===== config.mk =====
export PLATFORM = sky130hd
export DESIGN_NAME = bitmap_writer_4bit
export DESIGN_NICKNAME = d
export VERILOG_FILES = /design/src/rtl/bitmap_writer_4bit.sv
export SDC_FILE = /design/constraint.sdc
export NUM_CORES = 2
export LEC_CHECK = 0
export ABC_AREA = 1
export CELL_PAD_IN_SITES_DETAIL_PLACEMENT = 1
export CELL_PAD_IN_SITES_GLOBAL_PLACEMENT = 2
export CORE_ASPECT_RATIO = 1.25
export CORE_MARGIN = 2
export CORE_UTILIZATION = 41
export CTS_BUF_LIST = sky130_fd_sc_hd__clkbuf_4
export CTS_CLUSTER_SIZE = 24
export DETAILED_ROUTE_END_ITERATION = 10
export PLACE_DENSITY = 0.85
export SLEW_MARGIN = 20
export SYNTH_ARGS = -nofsm -noshare
export SYNTH_HDL_FRONTEND = slang
export SYNTH_SLANG_ARGS = --single-unit

===== constraint.sdc =====
create_clock -name clk -period 14.6 [get_ports clk]
set_input_delay 2.92 -clock clk [delete_from_list [all_inputs] [get_ports clk]]
set_output_delay 2.92 -clock clk [all_outputs]
set_load 0.005 [all_outputs]

===== src/rtl/bitmap_writer_4bit.sv =====
// 4-bit sprite bitmap writer: RGB332 stream encoder, 32x32 code RAM,
// bulk transparent clear and a registered read port for the drawer.
module bitmap_writer_4bit #(
    parameter int         OBJECT_WIDTH_X       = 32,
    parameter int         OBJECT_HEIGHT_Y      = 32,
    parameter logic [3:0] TRANSPARENT_ENCODING = 4'hF
) (
    input  logic        clk,
    input  logic        reset,
    input  logic        startLoad,
    input  logic        clearReq,
    input  logic        pixelValid,
    input  logic [7:0]  pixelRGB,
    input  logic        pixelTransparent,
    output logic        pixelReady,
    output logic        busy,
    output logic        loadDone,
    input  logic        readEnable,
    input  logic [10:0] readX,
    input  logic [10:0] readY,
    output logic [3:0]  readColor4
);

    localparam int XW    = $clog2(OBJECT_WIDTH_X);
    localparam int YW    = $clog2(OBJECT_HEIGHT_Y);
    localparam int DEPTH = OBJECT_WIDTH_X * OBJECT_HEIGHT_Y;

    typedef enum logic [1:0] {
        S_IDLE,
        S_LOAD,
        S_CLEAR,
        S_DONE
    } state_t;

    state_t          r_state;
    logic [XW-1:0]   r_x;
    logic [YW-1:0]   r_y;
    logic [3:0]      r_mem [DEPTH];

    logic [3:0]      w_enc;
    logic [3:0]      w_wdata;
    logic            w_we;
    logic            w_x_end;
    logic            w_last;
    logic            w_rd_hit;
    logic            w_unused_rgb;

    assign w_unused_rgb = ^{pixelRGB[5], pixelRGB[3], pixelRGB[2], pixelRGB[0]};

    // An opaque pixel that happens to encode as transparent is nudged to 4'hE
    always_comb begin
        w_enc = {pixelRGB[7], pixelRGB[6], pixelRGB[4], pixelRGB[1]};
        if (pixelTransparent)
            w_enc = TRANSPARENT_ENCODING;
        else if (w_enc == TRANSPARENT_ENCODING)
            w_enc = 4'hE;
    end

    assign pixelReady = (r_state == S_LOAD);
    assign busy       = (r_state != S_IDLE);
    assign loadDone   = (r_state == S_DONE);

    assign w_we    = (r_state == S_CLEAR) || ((r_state == S_LOAD) && pixelValid);
    assign w_wdata = (r_state == S_CLEAR) ? TRANSPARENT_ENCODING : w_enc;
    assign w_x_end = (r_x == XW'(OBJECT_WIDTH_X - 1));
    assign w_last  = w_x_end && (r_y == YW'(OBJECT_HEIGHT_Y - 1));

    always_ff @(posedge clk or posedge reset) begin
        if (reset) begin
            r_state <= S_IDLE;
            r_x     <= '0;
            r_y     <= '0;
        end else begin
            unique case (r_state)
                S_IDLE: begin
                    if (clearReq) begin
                        r_state <= S_CLEAR;
                        r_x     <= '0;
                        r_y     <= '0;
                    end else if (startLoad) begin
                        r_state <= S_LOAD;
                        r_x     <= '0;
                        r_y     <= '0;
                    end
                end
                S_LOAD, S_CLEAR: begin
                    if (w_we) begin
                        if (w_last) begin
                            r_state <= S_DONE;
                        end else if (!w_x_end) begin
                            r_x <= r_x + 1'b1;
                        end else begin
                            r_x <= '0;
                            r_y <= r_y + 1'b1;
                        end
                    end
                end
                S_DONE:  r_state <= S_IDLE;
                default: r_state <= S_IDLE;
            endcase
        end
    end

    // RAM has no reset so contents survive an aborted load
    always_ff @(posedge clk) begin
        if (w_we)
            r_mem[{r_y, r_x}] <= w_wdata;
    end

    assign w_rd_hit = readEnable
                   && (readX < 11'(OBJECT_WIDTH_X))
                   && (readY < 11'(OBJECT_HEIGHT_Y));

    always_ff @(posedge clk or posedge reset) begin
        if (reset)
            readColor4 <= TRANSPARENT_ENCODING;
        else if (w_rd_hit)
            readColor4 <= r_mem[{readY[YW-1:0], readX[XW-1:0]}];
        else
            readColor4 <= TRANSPARENT_ENCODING;
    end

endmodule

==> metrics.yaml <==
power_and_ir_drop:
  p_sw_share_pct: 26.33
  pwr-share-seq_pct: 54.4
  switching_power_uw: 6508
  power_density_mw_per_mm2: 133.2
  peakVddDrop_mv: 0.07092
  clockPowerShare_pct: 36.2
  p_int_uw: 18210
  leakagePower_uw: 0.06300
  combPwrFrac_pct: 9.4
clocking:
  hold_buffers: 0
  cts.sinks: 4112
  cts_root_buf: "clkbuf_4"
  clk_latency_ns: 1.60
  cts_buffers: 942
  ctsResizeCount: 0
  cts_tree: "yes"
  clock_tree.buffer_depth: 4
  postCtsSetupRepairBufs: 0
  htree_num_levels: 6
  clk_pin_slew_worst_paths_ns: 0.08
detailed_routing:
  firstDrtPassIters: 6
  ant_nets: 0
  vias: 116300
  avgViaCountPerCell: 5.555
  drc: 0
  wl_per_cell_um: 24.72
  drt-total-wl_um: 517500
  first_iter_violations: 9930
critical_path:
  cp_data_required_time_ns: 16.09
  slowest_delay_ns: 0.71
  end_kind: "flip-flop"
  slowest_stage: "buf_4"
  path_common_cell: "nand3_1"
  cp.arrival_ns: 8.15
  crit_path_max_fanout: 172
  crit_path_cell_trace: "buf_16 -> buf_12 -> buf_4 -> buf_4 -> buf_4 -> nand2_1 -> nand3_1 -> nand3_1 -> nand3_1 -> nand3_1 -> nand3_1 -> nand3_1 -> nand3_1 -> nand3_1 -> nand3_1 -> nand2_1 -> nand2_1"
  critPathKind: "primary input to flip-flop"
  critPathLaunchType: "primary input"
  startpoint: "readX[0]"
  r2r_start: "r_state[0]$_DFFE_PP0P_"
floorplan:
  dieWidth_um: 579.5
  fp.dieH_um: 723.3
  num_io_pins: 44
  core_mm2: 0.4129
  start_util_pct: 41.10
  fp-row-count: 264
  die_area_mm2: 0.4191
global_route:
  track_usage_pct: 24.39
  grt_pass1_vias: 121700
  grt.overflow.total: 0
  grt_max_degree: 209
  antenna_found_initial: 35
  grt_first_pass_wirelength_um: 765000
synth:
  ys_seq_area_share_pct: 72.71
  ys_seq_elements: 4112
  syn-cell-area_mm2: 0.1697
  synth_cell_types: 25
  synthCells: 14630
  syn-num-nets: 14680
  syn_area_per_cell_um2: 11.60
  ys_warn_count: 0
sta:
  rsz0062_at_grt: "no"
  finalSetupTns_ns: 0
  clock_skew_ns: 0.1176
  max_freq_mhz: 150.0
  timing.slew.headroom_pct: 16.34
  holdWs_ns: 0.6502
  slew_viol_final: 0
  tightest_slew_ns: 1.245
  finalCriticalPeriod_ns: 6.665
  setup_viol: 0
  hold_viol: 0
  finalCritPeriodShare_pct: 45.65
placed_design:
  dp_hpwl_um: 284200
  placedCellCount: 19240
  numPortBuffers: 39
  gp_congestion: 0.7997
cells_and_area:
  nFillCells: 44210
  fin_cells: 20930
  drive_gt1_share_pct: 11.06
  mostFrequentLayoutCell: "nand2_1"
  layout_common_cells: "4150 x nand2_1, 4098 x nand3_1, 4096 x edfxtp_1"
  syn_to_final_growth_pct: 9.376
  final_nets: 14780
job:
  maxCapViolCount: 0
hold_path:
  hp-start: "r_state[1]$_DFFE_PP0P_"
  hold_path.class: "flip-flop to flip-flop"
run_status:
  status: "finished clean"
sequential cells by signal, indices dropped and copies added (netlist names):
signal	cells
r_state	2
r_mem	4096
r_x	5
r_y	5
readColor4	4
power groups by stage:
stage	Sequential (µW)	Combinational, µW	Clock (µW)
6_report	13400	2330	8950
5_1_grt	13400	2490	9650
4_1_cts	13400	2330	9130
3_5_place_dp	13700	2330	0
3_3_place_gp	13700	2270	0
2_1_floorplan	14100	1240	0
worst paths after layout:
kind | to | slack [ns] | cells past startpoint
worst max-delay path | readColor4[0]$_DFF_PP1_ | 7.93 | 17
worst min-delay path | r_state[1]$_DFFE_PP0P_ | 0.65 | 2
worst max register to register | r_mem[177][0]$_DFFE_PP_ | 10.24 | 8
worst min register to register | r_state[1]$_DFFE_PP0P_ | 0.65 | 2
max in group asynchronous | r_state[0]$_DFFE_PP0P_ | 11.95 | 2
min in group asynchronous | r_y[1]$_DFFE_PP0P_ | 1.98 | 2
synthesized netlist by cell type (all sizes together):
cell / instances / area share, %
nor2: 1036 / 2.3
or4: 1 / 0.0044
dfrtp: 12 / 0.18
nor3b: 4 / 0.018
nor4b: 1 / 0.0052
dfstp: 4 / 0.062
nor4: 2 / 0.0074
o21ai: 12 / 0.035
edfxtp: 4096 / 72
nand2: 4163 / 9.2
nor3: 13 / 0.038
a21oi: 5 / 0.015
or2: 1 / 0.0037
inv: 37 / 0.085
ha: 14 / 0.10
nand3: 4122 / 12
clkbuf: 265 / 0.59
o31ai: 1 / 0.0044
buf: 841 / 2.7
critical path, delay by kind of cell:
kind | cells | cell delay [ns]
buffers and inverters | 5 | 2.73
and+or+nand+nor | 12 | 2.22
through the flow:
stage          cell area [µm²]  setup WS [ns]  power, µW  util [%]
5_1_grt                 185600          7.743      25580     44.95
3_3_place_gp            173800          6.415      15970     42.10
4_1_cts                 185500          8.089      24900     44.93
3_5_place_dp            173800          6.407      16030     42.10
6_report                185600          7.935      24720     44.96
2_1_floorplan           169700          3.245      15360         -
cell families after synthesis:
family | synth area share, %
flip-flops | 72.71
adder cells (fa/ha/maj) | 0.1032
AND/OR/NAND/NOR | 23.73
AO/OA/AOI/OAI | 0.05456
buffers and inverters | 3.397
final cells by class:
type / instances / area, µm² / area share (%)
flip-flops and latches: 4112 / 123400 / 66.48
multi-input cells: 9375 / 40990 / 22.08
clock buffers: 1346 / 10100 / 5.444
well taps: 5453 / 6823 / 3.676
repair buffers: 264 / 2481 / 1.337
clock inverters: 326 / 1575 / 0.8486
inverters: 37 / 196.4 / 0.1058
diodes: 21 / 52.55 / 0.02831
metal layers:
| metal | share of wire (%) | wire length (µm) | vias up | global-route usage (%) |
|---|---|---|---|---|
| met5 | 0.0071 | 37 | - | 0 |
| met2 | 51 | 262300 | 3810 | 42.84 |
| met4 | 4.6 | 23590 | 6 | 11.40 |
| met3 | 6.1 | 31600 | 987 | 3.283 |
| met1 | 39 | 199900 | 58960 | 29.63 |
| li1 | - | - | 52520 | - |
Power figures use the tool's default switching activity.
